<file path="src/rtl/conn_state_ctrl_if.sv">
// Bundle of the user command, network handshake and status report streams of conn_state_ctrl.
// Every stream is valid/ready: a transfer happens on a rising edge where both are high (hs_resp is a bare pulse).
interface conn_state_ctrl_if;
   logic [1:0]  cmd_data;
   logic        cmd_valid;
   logic        cmd_ready;
   logic [1:0]  hs_req_type;
   logic        hs_req_valid;
   logic        hs_req_ready;
   logic        hs_resp_valid;
   logic [1:0]  hs_resp_type;
   logic [31:0] udt_state;
   logic        state_valid;
   logic        state_ready;

   modport slave (
      input  cmd_data, cmd_valid, hs_req_ready, hs_resp_valid, hs_resp_type, state_ready,
      output cmd_ready, hs_req_type, hs_req_valid, udt_state, state_valid
   );

   modport master (
      output cmd_data, cmd_valid, hs_req_ready, hs_resp_valid, hs_resp_type, state_ready,
      input  cmd_ready, hs_req_type, hs_req_valid, udt_state, state_valid
   );
endinterface

</file>
<file path="src/rtl/conn_state_ctrl.sv">
// Connection open/close controller: drives connect/shutdown handshakes with timeout and retry,
// and publishes status reports through a one-entry latest-wins register.
module conn_state_ctrl #(
   parameter int unsigned TIMEOUT_CYCLES = 1000000,
   parameter int unsigned MAX_RETRY      = 3
) (
   input  logic                   ctrl_s_axi_aclk,
   input  logic                   ctrl_s_axi_aresetn,
   conn_state_ctrl_if.slave       bus,
   output logic [2:0]             fsm_state_o
);

   typedef enum logic [2:0] {
      IDLE      = 3'd0,
      SEND_CONN = 3'd1,
      WAIT_CONN = 3'd2,
      CONNECTED = 3'd3,
      SEND_SHUT = 3'd4,
      WAIT_SHUT = 3'd5,
      CLOSED    = 3'd6
   } state_e;

   localparam logic [1:0]  CMD_OPEN       = 2'b01;
   localparam logic [1:0]  CMD_CLOSE      = 2'b10;
   localparam logic [1:0]  RESP_ACCEPT    = 2'b00;
   localparam logic [1:0]  RESP_REJECT    = 2'b01;
   localparam logic [1:0]  RESP_SHUT_ACK  = 2'b10;
   localparam logic [3:0]  RPT_CONNECTING = 4'd1;
   localparam logic [3:0]  RPT_CONNECTED  = 4'd2;
   localparam logic [3:0]  RPT_CLOSING    = 4'd3;
   localparam logic [3:0]  RPT_CLOSED     = 4'd4;
   localparam logic [3:0]  RPT_CONN_FAIL  = 4'd5;
   localparam logic [3:0]  RPT_CLOSE_FAIL = 4'd6;
   localparam logic [31:0] TIMER_LAST     = 32'(TIMEOUT_CYCLES - 1);

   state_e      state_q, state_d;
   logic [7:0]  retry_q, retry_d;
   logic [31:0] timer_q, timer_d;
   logic [31:0] udt_q;
   logic        svalid_q;
   logic        live_q;
   logic        cmd_fire;
   logic        timeout;
   logic        rpt_fire;
   logic [3:0]  rpt_code;
   logic [31:0] rpt_word;

   // live_q keeps cmd_ready low on the reset edge itself; it rises one cycle after release.
   assign bus.cmd_ready    = live_q && (state_q == IDLE || state_q == CONNECTED || state_q == CLOSED);
   assign bus.hs_req_valid = (state_q == SEND_CONN) || (state_q == SEND_SHUT);
   assign bus.hs_req_type  = (state_q == SEND_SHUT) ? 2'b01 : 2'b00;
   assign bus.udt_state    = udt_q;
   assign bus.state_valid  = svalid_q;
   assign fsm_state_o      = state_q;

   assign cmd_fire = bus.cmd_ready && bus.cmd_valid;
   assign timeout  = (timer_q == TIMER_LAST);
   assign rpt_word = {16'h0000, retry_d, 4'h0, rpt_code};

   always_comb begin
      state_d  = state_q;
      retry_d  = retry_q;
      timer_d  = timer_q;
      rpt_fire = 1'b0;
      rpt_code = 4'd0;
      case (state_q)
         IDLE, CLOSED: begin
            if (cmd_fire && bus.cmd_data == CMD_OPEN) begin
               retry_d  = 8'd0;
               state_d  = SEND_CONN;
               rpt_fire = 1'b1;
               rpt_code = RPT_CONNECTING;
            end else if (cmd_fire && bus.cmd_data == CMD_CLOSE) begin
               rpt_fire = 1'b1;
               rpt_code = RPT_CLOSE_FAIL;
            end
         end
         CONNECTED: begin
            if (cmd_fire && bus.cmd_data == CMD_OPEN) begin
               rpt_fire = 1'b1;
               rpt_code = RPT_CONN_FAIL;
            end else if (cmd_fire && bus.cmd_data == CMD_CLOSE) begin
               state_d  = SEND_SHUT;
               rpt_fire = 1'b1;
               rpt_code = RPT_CLOSING;
            end
         end
         SEND_CONN: begin
            if (bus.hs_req_ready) begin
               state_d = WAIT_CONN;
               timer_d = 32'd0;
            end
         end
         SEND_SHUT: begin
            if (bus.hs_req_ready) begin
               state_d = WAIT_SHUT;
               timer_d = 32'd0;
            end
         end
         WAIT_CONN: begin
            timer_d = timer_q + 32'd1;
            // A response landing on the timeout cycle takes priority over the timeout.
            if (bus.hs_resp_valid && bus.hs_resp_type == RESP_ACCEPT) begin
               state_d  = CONNECTED;
               rpt_fire = 1'b1;
               rpt_code = RPT_CONNECTED;
            end else if (bus.hs_resp_valid && bus.hs_resp_type == RESP_REJECT) begin
               state_d  = CLOSED;
               rpt_fire = 1'b1;
               rpt_code = RPT_CONN_FAIL;
            end else if (timeout) begin
               rpt_fire = 1'b1;
               if (32'(retry_q) < MAX_RETRY) begin
                  retry_d  = (retry_q == 8'hFF) ? 8'hFF : retry_q + 8'd1;
                  state_d  = SEND_CONN;
                  rpt_code = RPT_CONNECTING;
               end else begin
                  state_d  = CLOSED;
                  rpt_code = RPT_CONN_FAIL;
               end
            end
         end
         WAIT_SHUT: begin
            timer_d = timer_q + 32'd1;
            if ((bus.hs_resp_valid && bus.hs_resp_type == RESP_SHUT_ACK) || timeout) begin
               state_d  = CLOSED;
               rpt_fire = 1'b1;
               rpt_code = RPT_CLOSED;
            end
         end
         default: state_d = IDLE;
      endcase
   end

   always_ff @(posedge ctrl_s_axi_aclk) begin
      if (!ctrl_s_axi_aresetn) begin
         state_q  <= IDLE;
         retry_q  <= 8'd0;
         timer_q  <= 32'd0;
         udt_q    <= 32'd0;
         svalid_q <= 1'b0;
         live_q   <= 1'b0;
      end else begin
         state_q <= state_d;
         retry_q <= retry_d;
         timer_q <= timer_d;
         live_q  <= 1'b1;
         // Latest report wins; an unread one is simply overwritten.
         if (rpt_fire) begin
            udt_q    <= rpt_word;
            svalid_q <= 1'b1;
         end else if (svalid_q && bus.state_ready) begin
            svalid_q <= 1'b0;
         end
      end
   end

endmodule
</file>
<file path="src/flat_wrapper.sv">
// flat-port wrapper written by rule: the top's interface ports become plain ports
module conn_state_ctrl_flat 
#(
   parameter int unsigned TIMEOUT_CYCLES = 1000000,
   parameter int unsigned MAX_RETRY      = 3
)
  (ctrl_s_axi_aclk, ctrl_s_axi_aresetn, fsm_state_o, bus_cmd_data, bus_cmd_valid, bus_hs_req_ready, bus_hs_resp_valid, bus_hs_resp_type, bus_state_ready, bus_cmd_ready, bus_hs_req_type, bus_hs_req_valid, bus_udt_state, bus_state_valid);
  conn_state_ctrl_if bus_i ();
  input  logic ctrl_s_axi_aclk;
  input  logic ctrl_s_axi_aresetn;
  output logic [2:0] fsm_state_o;
  input wire logic [$bits(bus_i.cmd_data)-1:0] bus_cmd_data;
  input wire logic [$bits(bus_i.cmd_valid)-1:0] bus_cmd_valid;
  input wire logic [$bits(bus_i.hs_req_ready)-1:0] bus_hs_req_ready;
  input wire logic [$bits(bus_i.hs_resp_valid)-1:0] bus_hs_resp_valid;
  input wire logic [$bits(bus_i.hs_resp_type)-1:0] bus_hs_resp_type;
  input wire logic [$bits(bus_i.state_ready)-1:0] bus_state_ready;
  output wire logic [$bits(bus_i.cmd_ready)-1:0] bus_cmd_ready;
  output wire logic [$bits(bus_i.hs_req_type)-1:0] bus_hs_req_type;
  output wire logic [$bits(bus_i.hs_req_valid)-1:0] bus_hs_req_valid;
  output wire logic [$bits(bus_i.udt_state)-1:0] bus_udt_state;
  output wire logic [$bits(bus_i.state_valid)-1:0] bus_state_valid;
  assign bus_i.cmd_data = bus_cmd_data;
  assign bus_i.cmd_valid = bus_cmd_valid;
  assign bus_i.hs_req_ready = bus_hs_req_ready;
  assign bus_i.hs_resp_valid = bus_hs_resp_valid;
  assign bus_i.hs_resp_type = bus_hs_resp_type;
  assign bus_i.state_ready = bus_state_ready;
  assign bus_cmd_ready = bus_i.cmd_ready;
  assign bus_hs_req_type = bus_i.hs_req_type;
  assign bus_hs_req_valid = bus_i.hs_req_valid;
  assign bus_udt_state = bus_i.udt_state;
  assign bus_state_valid = bus_i.state_valid;
  conn_state_ctrl #(.TIMEOUT_CYCLES(TIMEOUT_CYCLES), .MAX_RETRY(MAX_RETRY)) u_core (.ctrl_s_axi_aclk(ctrl_s_axi_aclk), .ctrl_s_axi_aresetn(ctrl_s_axi_aresetn), .bus(bus_i), .fsm_state_o(fsm_state_o));
endmodule
</file>
<file path="config.mk">
export PLATFORM = sky130hd
export DESIGN_NAME = conn_state_ctrl_flat
export DESIGN_NICKNAME = d
export VERILOG_FILES = /design/src/rtl/conn_state_ctrl_if.sv /design/src/rtl/conn_state_ctrl.sv /design/src/flat_wrapper.sv
export SDC_FILE = /design/constraint.sdc
export NUM_CORES = 1
export LEC_CHECK = 0
export CAP_MARGIN = 20
export CELL_PAD_IN_SITES_DETAIL_PLACEMENT = 0
export CELL_PAD_IN_SITES_GLOBAL_PLACEMENT = 2
export CORE_UTILIZATION = 34
export DETAILED_ROUTE_END_ITERATION = 12
export GPL_TIMING_DRIVEN = 1
export PLACE_DENSITY = 0.84
export SYNTH_ARGS = -nofsm -noshare
export SYNTH_HDL_FRONTEND = slang
export SYNTH_SLANG_ARGS = --single-unit
</file>
<file path="constraint.sdc">
create_clock -name ctrl_s_axi_aclk -period 6.1 [get_ports ctrl_s_axi_aclk]
set_input_delay 1.22 -clock ctrl_s_axi_aclk [delete_from_list [all_inputs] [get_ports ctrl_s_axi_aclk]]
set_output_delay 1.22 -clock ctrl_s_axi_aclk [all_outputs]
set_load 0.05 [all_outputs]
</file>
==> results of run 1 <==
[path summary, 6_finish.rpt]
kind	depth (start not counted)	from	slack, ns	endpoint
max	5	u_core.fsm_state_o[0]$_SDFFE_PN0P_	2.42	bus_cmd_ready
min	2	u_core.bus.udt_state[12]$_SDFFE_PN0P_	0.45	u_core.bus.udt_state[12]$_SDFFE_PN0P_
max reg2reg	5	u_core.fsm_state_o[0]$_SDFFE_PN0P_	3.34	u_core.bus.udt_state[9]$_SDFFE_PN0P_
min reg2reg	2	u_core.bus.udt_state[12]$_SDFFE_PN0P_	0.45	u_core.bus.udt_state[12]$_SDFFE_PN0P_
[logic make-up after synthesis]
logic type | after synthesis | synth area share [%]
fa+ha+maj | 3 | 1.10
other cells | 1 | 0.118
compound gates | 67 | 14.3
mux | 17 | 5.88
simple gates | 192 | 33.1
flops | 56 | 35.2
xor+xnor | 7 | 1.92
buf+inv | 48 | 8.43
[where the power goes]
part / total [W] / internal, W / switching (W)
combinational: 0.000266 / 0.0000799 / 0.000186
clock: 0.000243 / 0.000122 / 0.000121
sequential: 0.000408 / 0.000380 / 0.0000273
total: 0.000917 / 0.000582 / 0.000335
[cell usage after synthesis, types with 5 or more instances]
| master | number |
|---|---|
| a21oi_1 | 24 |
| and2_1 | 8 |
| and3_1 | 9 |
| buf_4 | 23 |
| clkbuf_1 | 15 |
| dfxtp_1 | 56 |
| inv_1 | 7 |
| mux2_1 | 5 |
| mux2_2 | 9 |
| nand2_1 | 54 |
| nand3_1 | 17 |
| nand3b_1 | 10 |
| nand4_1 | 11 |
| nor2_1 | 36 |
| nor3_1 | 5 |
| nor4_1 | 6 |
| o21ai_0 | 11 |
[flip-flops by register name, summed over array words and instances (netlist names)]
signal and cells:
u_core.retry_q 8, u_core.bus.udt_state 11, u_core.bus.state_valid 1, u_core.timer_q 32, u_core.fsm_state_o 3, u_core.live_q 1
[layer usage]
metal	global-route usage (%)	part of all wire [%]	up-vias
met5	0	0	-
met4	4.02	1.1	0
met3	2.41	3.7	7
met2	24.4	44	72
met1	23.5	51	1319
li1	-	-	1407
[area by class of cell]
| class | instances | area share (%) |
|---|---|---|
| Clock buffer | 6 | 2.04 |
| Inverter | 8 | 0.844 |
| Clock inverter | 2 | 0.985 |
| Sequential cell | 56 | 31.5 |
| Timing Repair Buffer | 29 | 8.02 |
| Multi-Input combinational cell | 308 | 52.8 |
| Tap cell | 108 | 3.80 |
[metrics by stage]
stage / utilization [%] / cell area (um2)
detailed placement: 38.8 / 3450
finish: 40.0 / 3560
global route: 40.0 / 3560
floorplan: - / 3270
global placement: 38.8 / 3450
CTS: 40.0 / 3560
[critical path: stages (launching register included)]
cell and delay, ns:
dfxtp_1 0.69, inv_1 0.28, nand2_1 0.11, nand3_1 0.08, a21boi_0 0.15, clkdlybuf4s50_1 0.84
==> flow_summary.toml, run 1 <==
[status]
outcome = "finished clean"

[critical_path]
crit_required_ns = 4.88
end_kind = "output port"
startpoint_type = "flip-flop"
cp_max_fo = 18
critPathKind = "reg -> out"
cp.arrival_ns = 2.46

[power]
power_per_cell_area_nw_per_um2 = 258
totalPowerFinal_w = 0.000917
irDropWorstVdd_v = 0.000112
power_leakage_nw = 1.25

[cts]
cts-root-buf = "clkbuf_8"
cts_max_path_buffers = 2
cts_resized = 0
clock-sinks = 56
post-cts-setup-buffer-count = 0
postCtsHoldBufs = 0
clk_latency_ns = 0.30
cts_buffers = 5
cts_tree = "yes"
cts.clk_slew.worst_paths_ns = 0.10
htreeDepth = 2

[final_layout]
multi_input_area_um2 = 1880
ff_latch_area_um2 = 1120
nFillCells = 919
syn_to_final_growth_pct = 11.5
nets = 420
final_cell_mix = "dfxtp_1 (56), nand2_1 (54), nor2_1 (36)"
n_antenna_cell = 0
layout_commonest_cell = "dfxtp_1"
finalNonFillerCells = 517
drive_gt1_share_pct = 7.33

[synthesis]
synth_flop_cell = "dfxtp_1"
synth_top_cells_by_area = "dfxtp_1 (35%), nand2_1 (6.4%), buf_4 (5.4%)"
syn_inst = 391
synth_top_area_share_pct = 35.2
yosys.cell_types.count = 62
syn_area_per_cell_um2 = 8.16
yosysWarnings = 0
ys_seq_elements = 56
syn-cell-area_um2 = 3190
synthArstFlopShare_pct = 0
yosys.area.top_type = "dfxtp_1"
synth_edf_count = 0
synth-seq-area-share_pct = 35.2

[timing]
fmax_mhz = 272
whs_ns = 0.455
tns_ns = 0
hold_viol = 0
skew_ns = 0.00756
setup_violations = 0
rsz0062_at_grt = "no"
period_minus_slack_ns = 3.68
final_max_slew_viol_count = 0
tightest_slew_ns = 0.978
finalCritPeriodShare_pct = 60.3
final.setup.worst_slack_ns = 2.42
relSlewSlack_pct = 34.8

[placement]
numPortBuffers = 27
gp_congestion = 0.883
dp_cells = 509
dp_hpwl_um = 5430
pre_cts_ws_ns = 2.44

[hold_path]
hold_class = "reg -> reg"

[detailed_routing]
drc = 0
vias = 2805
avgViaCountPerCell = 5.43
first_iter_violations = 228
first_pass_iters = 5
wl_per_cell_um = 14.7
antenna_left = 0
routed_wl_um = 7580

[global_routing]
grt_usage_pct = 16.0
grt_pass1_wl_um = 12700
overflow = 0
first_global_vias = 2503
antenna_found_initial = 0
grt_max_degree = 22

[die]
initial_core_util_pct = 35.9
rows = 34
dieArea_um2 = 9770
fp.coreArea_um2 = 8890
io_pins = 50
chipWidth_um = 98.9
die_h_um = 98.9

[flow_run]
max_cap_viol_count = 0
Power figures use the tool's default switching activity.
==> inputs of run 2 (changes only) <==
--- a/config.mk
+++ b/config.mk
@@ -8,10 +8,10 @@
 export CAP_MARGIN = 20
 export CELL_PAD_IN_SITES_DETAIL_PLACEMENT = 0
 export CELL_PAD_IN_SITES_GLOBAL_PLACEMENT = 2
-export CORE_UTILIZATION = 34
+export CORE_UTILIZATION = 29
 export DETAILED_ROUTE_END_ITERATION = 12
 export GPL_TIMING_DRIVEN = 1
-export PLACE_DENSITY = 0.84
+export PLACE_DENSITY = 0.76
 export SYNTH_ARGS = -nofsm -noshare
 export SYNTH_HDL_FRONTEND = slang
 export SYNTH_SLANG_ARGS = --single-unit
==> constraint.sdc (replaced) <==
create_clock -name ctrl_s_axi_aclk -period 3.05 [get_ports ctrl_s_axi_aclk]
set_input_delay 0.61 -clock ctrl_s_axi_aclk [delete_from_list [all_inputs] [get_ports ctrl_s_axi_aclk]]
set_output_delay 0.61 -clock ctrl_s_axi_aclk [all_outputs]
set_load 0.05 [all_outputs]
==> run 2 against run 1 <==
Critical endpoint is now bus_hs_req_valid. Utilization is 5.0 points lower. Via count rose by 0.89%. Highest routed layer unchanged. Wire length rose by 3.5%. First-iteration DRC count shrank 31%. Sequential share of layout area down 1.0 points. Non-clock buffer count rose by 9. Largest cell class unchanged. Critical path depth is 2 lower. Die area up 17%. Global-route usage decreased by 0.98 points. Clock power is 120% higher. Final cell count is 7.2% higher.
==> flow_summary.toml, run 2 (synthesized netlist as in run 1, its figures left out) <==
[final_layout]
final_cell_mix = "dfxtp_1 (56), nand2_1 (54), nor2_1 (36)"
nets = 429
syn_to_final_growth_pct = 15.3
largest_register_ffs = 32
drive_gt1_share_pct = 9.57
design_area_um2 = 3680
n_antenna_cell = 0
layout_commonest_cell = "dfxtp_1"
nFillCells = 1118
largest-register = "u_core.timer_q"

[timing]
skew_ns = 0.00972
rsz0062_at_grt = "no"
finalCritPeriodShare_pct = 91.7
tightest_slew_ns = 0.592
tns_ns = 0
fmax_mhz = 358
setup_violations = 0
final_max_slew_viol_count = 0
period_minus_slack_ns = 2.80
whs_ns = 0.454
hold_viol = 0
relSlewSlack_pct = 60.3

[critical_path]
path_buf_inv = 1
cp_max_fo = 10
cp.arrival_ns = 2.19
startpoint_type = "flip-flop"
critPathTopFamily = "buffers and inverters"
path_depth = 3
crit_required_ns = 2.44
worstSetupStartpoint = "u_core.fsm_state_o[0]$_SDFFE_PN0P_"
end_kind = "output port"
cpPeakStageDelay_ns = 0.87
r2r_start = "u_core.timer_q[0]$_SDFFE_PN0P_"
reg2reg_depth = 7
critPathKind = "reg -> out"
slowest_stage = "clkdlybuf4s50_1"
rr_endpoint = "u_core.bus.udt_state[8]$_SDFFE_PN0P_"
cp_cell_sequence = "nand2b_1 -> a21oi_1 -> clkdlybuf4s50_1"
rrSetupSlack_ns = 0.58
endpoint = "bus_hs_req_valid"

[detailed_routing]
drc = 0
wl_per_cell_um = 14.2
antenna_left = 0
vias = 2830
first_pass_iters = 4
routed_wl_um = 7850
first_iter_violations = 157
avgViaCountPerCell = 5.11

[die]
die_h_um = 107
rows = 37
chipWidth_um = 107
io_pins = 50
dieArea_um2 = 11400
fp.coreArea_um2 = 10500
initial_core_util_pct = 30.3

[placement]
gp_congestion = 0.853
dp_hpwl_um = 5780
numPortBuffers = 27
placed_cell_area_um2 = 3550

[global_routing]
use_met1_pct = 21.1
grt_usage_pct = 15.0
overflow = 0
grt_max_degree = 21
first_global_vias = 2727
gr-max-usage-layer = "met2"
gr-usage-met2_pct = 23.1
grt_use_met3_pct = 2.74
grt_pass1_wl_um = 13700
antenna_found_initial = 0

[cts]
cts_resized = 0
cts.clk_slew.worst_paths_ns = 0.10
cts_buffers = 5
clk_latency_ns = 0.32
post-cts-setup-buffer-count = 0
cts-root-buf = "clkbuf_8"
clock-sinks = 56
cts_tree = "yes"
cts_max_path_buffers = 2
postCtsHoldBufs = 0
htreeDepth = 2

[power]
power_leakage_nw = 1.30
irDropWorstVdd_v = 0.000251
power_per_cell_area_nw_per_um2 = 522

[status]
outcome = "finished clean"

[hold_path]
worstHoldPathCells = 2
hold_class = "reg -> reg"

[flow_run]
max_cap_viol_count = 0
-- run 2: worst min path at each step --
stage / from / end / slack, ns
floorplan: u_core.timer_q[5]$_SDFFE_PN0P_ / u_core.timer_q[5]$_SDFFE_PN0P_ / 0.44
global placement: u_core.bus.udt_state[11]$_SDFFE_PN0P_ / u_core.bus.udt_state[11]$_SDFFE_PN0P_ / 0.44
detailed placement: u_core.bus.udt_state[11]$_SDFFE_PN0P_ / u_core.bus.udt_state[11]$_SDFFE_PN0P_ / 0.44
CTS: u_core.bus.udt_state[11]$_SDFFE_PN0P_ / u_core.bus.udt_state[11]$_SDFFE_PN0P_ / 0.46
global route: u_core.bus.udt_state[11]$_SDFFE_PN0P_ / u_core.bus.udt_state[11]$_SDFFE_PN0P_ / 0.48
finish: u_core.bus.udt_state[11]$_SDFFE_PN0P_ / u_core.bus.udt_state[11]$_SDFFE_PN0P_ / 0.45
-- run 2: report_power, final --
| part | switching, W | internal (W) |
|---|---|---|
| sequential | 0.0000304 | 0.000761 |
| combinational | 0.000404 | 0.000189 |
| clock | 0.000246 | 0.000290 |
-- run 2: through the flow --
stage	utilization [%]	worst slack [ns]	std cells	total power, W
6_report	35.0	0.254	554	0.00192
5_1_grt	35.0	0.121	554	0.00204
4_1_cts	35.0	0.235	554	0.00195
3_5_place_dp	33.8	0.356	546	0.00140
3_3_place_gp	33.8	0.418	546	0.00141
2_1_floorplan	-	0.234	412	0.00124
-- run 2: routing by layer --
metal,part of all wire [%],vias to the layer above
met4,1.5,0
met3,4.7,9
met2,44,74
met1,50,1332
li1,-,1415
met5,0,-
-- run 2: area by class of cell --
class                           count  area, um2  area share [%]
Clock buffer                        7       96.3            2.62
Clock inverter                      1       30.0           0.816
Inverter                            8       30.0           0.816
Multi-Input combinational cell    308       1880            51.1
Sequential cell                    56       1120            30.5
Tap cell                          136        170            4.63
Timing Repair Buffer               38        353            9.59
-- run 2: tightest hold or removal path, cell delays in order, from the launching register on --
cell	delay, ns
dfxtp_1	0.32
nand2_1	0.05
a21oi_1	0.05
==> edit, RTL diff (config.mk and constraints of run 2) <==
`TIMEOUT_CYCLES` is set to 1000000 in 2 places; all go to 524288.
--- a/src/rtl/conn_state_ctrl.sv
+++ b/src/rtl/conn_state_ctrl.sv
@@ -1,7 +1,7 @@
 // Connection open/close controller: drives connect/shutdown handshakes with timeout and retry,
 // and publishes status reports through a one-entry latest-wins register.
 module conn_state_ctrl #(
-   parameter int unsigned TIMEOUT_CYCLES = 1000000,
+   parameter int unsigned TIMEOUT_CYCLES = 524288,
    parameter int unsigned MAX_RETRY      = 3
 ) (
    input  logic                   ctrl_s_axi_aclk,
--- a/src/flat_wrapper.sv
+++ b/src/flat_wrapper.sv
@@ -1,7 +1,7 @@
 // flat-port wrapper written by rule: the top's interface ports become plain ports
 module conn_state_ctrl_flat 
 #(
-   parameter int unsigned TIMEOUT_CYCLES = 1000000,
+   parameter int unsigned TIMEOUT_CYCLES = 524288,
    parameter int unsigned MAX_RETRY      = 3
 )
   (ctrl_s_axi_aclk, ctrl_s_axi_aresetn, fsm_state_o, bus_cmd_data, bus_cmd_valid, bus_hs_req_ready, bus_hs_resp_valid, bus_hs_resp_type, bus_state_ready, bus_cmd_ready, bus_hs_req_type, bus_hs_req_valid, bus_udt_state, bus_state_valid);
Function: no difference found for any inputs over 10 cycles, from zero or initial values and one cycle with ctrl_s_axi_aresetn low; that may be too few to reach the edited logic, so the function may still have changed.
==> edit against run 2 <==
Utilization decreased by 0.51 points. Cell area fell by 2.8%. Final cell count fell by 2.0%. Combinational power fell by 24%. Power fell by 11%. Hold slack improved by 17 ps. Global-route usage shrank 0.088 points. Worst setup slack better by 31 ps. Sequential power fell by 2%. Area after synthesis decreased by 1.9%. Critical path depth increased by 1. Routed wire length is 3.1% higher. Die area is 1.9% lower. Sequential cell count unchanged. Critical endpoint is now bus_cmd_ready. Largest cell class unchanged. Highest routed layer unchanged.
==> edit: results (changes against run 2) <==
Global route
  – M3 GR Usage: 0.0260 (was 0.0274)
  – Grt met1 use: 0.195 (was 0.211)
  – Total track usage: 0.150 (about the same)
  – Met2 Use GR: 0.244 (was 0.231)
  – First-pass GRT wire length: 13,400 um (was 13,700 um)
  – Vias in the first global route: 2,672 (was 2,727)
  – Largest net degree at the start of global routing: 24 (was 21)

Place
  – Placed Cells: 535 (was 546)
  – Routability cong.: 0.760 (was 0.853)
  – Post-DP HPWL: 5870 um (was 5780 um)

Setup path
  – Critical path fanouts, max: 9 (was 10)
  – Worst R2R Setup Slack: 480 ps (was 580 ps)
  – Max incr delay on CP: 790 ps (was 870 ps)
  – Arrival time worst endpoint: 2150 ps (was 2190 ps)
  – CP delay by family, top: buffers and inverters (unchanged)

Synth
  – Synth Instances: 384 (was 391)
  – Synth async-reset ratio: 0 (unchanged)
  – Top cells by count, synth: 56 x dfxtp_1, 34 x nand2_1, 27 x a21oi_1 (was 56 x dfxtp_1, 54 x nand2_1, 36 x nor2_1)
  – Register area share after synthesis: 0.358 (was 0.352)
  – Synth warn: 0 (unchanged)
  – Synth top area cells: dfxtp_1 36%, buf_4 5.3%, a21oi_1 4.3% (was dfxtp_1 35%, nand2_1 6.4%, buf_4 5.4%)

Detailed routing
  – Wire length per cell: 14.9 um (was 14.2 um)
  – TritonRoute pass-1 iters: 5 (was 4)
  – Vias per inst: 5.31 (was 5.11)
  – Detailed Route Iter0 Violations: 142 (was 157)
  – Via count: 2,886 (was 2,830)

Power and ir drop
  – Peak supply drop: 192 uV (was 251 uV)
  – Pleak: 1.16 nW (was 1.30 nW)
  – P_sw: 589 uW (was 681 uW)

Clock tree
  – Clock-pin slew on the worst setup and hold paths: around 110 ps
  – # H-tree levels: 2 (unchanged)
  – Setup bufs post-CTS: 0 (unchanged)
  – Clock root cell: clkbuf_8 (unchanged)

Final layout
  – Layout fillers: 1,085 (was 1,118)
  – Count of plain and timing-repair buffers: 39 (was 38)
  – # clk buffers: 6 (was 7)
  – Area of the multi-input gates: 1780 um2 (was 1880 um2)
  – Multi-input gate count: 294 (was 308)
  – Clk tree area frac: 0.0301 (was 0.0344)
  – Inverters: 10 (was 8)
  – Diode count: 0 (unchanged)
  – Register area: 1120 um2 (about the same)
  – Fraction of layout instances using a drive strength above 1: 0.0737 (was 0.0957)
  – Nets: 418 (was 429)
  – Buffering overhead: 0.101 (was 0.0959)

Status
  – Status: completed (unchanged)

STA
  – Slew headroom: 0.647 (was 0.603)
  – Skew final: 9.88 ps (was 9.72 ps)
edit: metrics by stage:
step | total power [mW] | hold WS [ps] | worst slack, ps | instance area [um2] | util
after detailed placement | 1.24 | 458 | 446 | 3470 | 0.334
final | 1.72 | 471 | 285 | 3580 | 0.345
after CTS | 1.74 | 474 | 84.3 | 3580 | 0.345
after global placement | 1.24 | 453 | 487 | 3470 | 0.334
after global routing | 1.81 | 497 | 91.8 | 3580 | 0.345
after floorplan | 1.14 | 451 | 456 | 3210 | -
edit: final timing paths:
check / startpoint / endpoint / cells past startpoint
max: u_core.fsm_state_o[0] / bus_cmd_ready / 4
min: u_core.bus.udt_state[14] / u_core.bus.udt_state[14] / 2
max reg2reg: u_core.fsm_state_o[0] / u_core.bus.udt_state[8] / 6
min reg2reg: u_core.bus.udt_state[14] / u_core.bus.udt_state[14] / 2
edit: cell families after synthesis:
group / count (synthesis) / share of synthesized area
AOI/OAI and AO/OA: 102 / 0.225
xor gates and xnor gates: 6 / 0.0168
adders and majority gates: 3 / 0.0112
buffers and inverters: 55 / 0.0980
DFF: 56 / 0.358
muxes: 7 / 0.0240
other: 1 / 0.00120
and+or+nand+nor: 154 / 0.266
edit: power by group through the flow:
stage          Sequential, mW  Combinational, mW  Clock, mW
5_1_grt                 0.778              0.491      0.540
6_report                0.773              0.452      0.493
4_1_cts                 0.774              0.453      0.516
2_1_floorplan           0.827              0.311          0
3_5_place_dp            0.790              0.451          0
3_3_place_gp            0.790              0.452          0
edit: per-layer routing:
metal | wire length [um] | vias to the layer above
met1 | 3840 | 1358
met4 | 175 | 0
met5 | 0 | -
li1 | - | 1453
met2 | 3750 | 64
met3 | 329 | 11
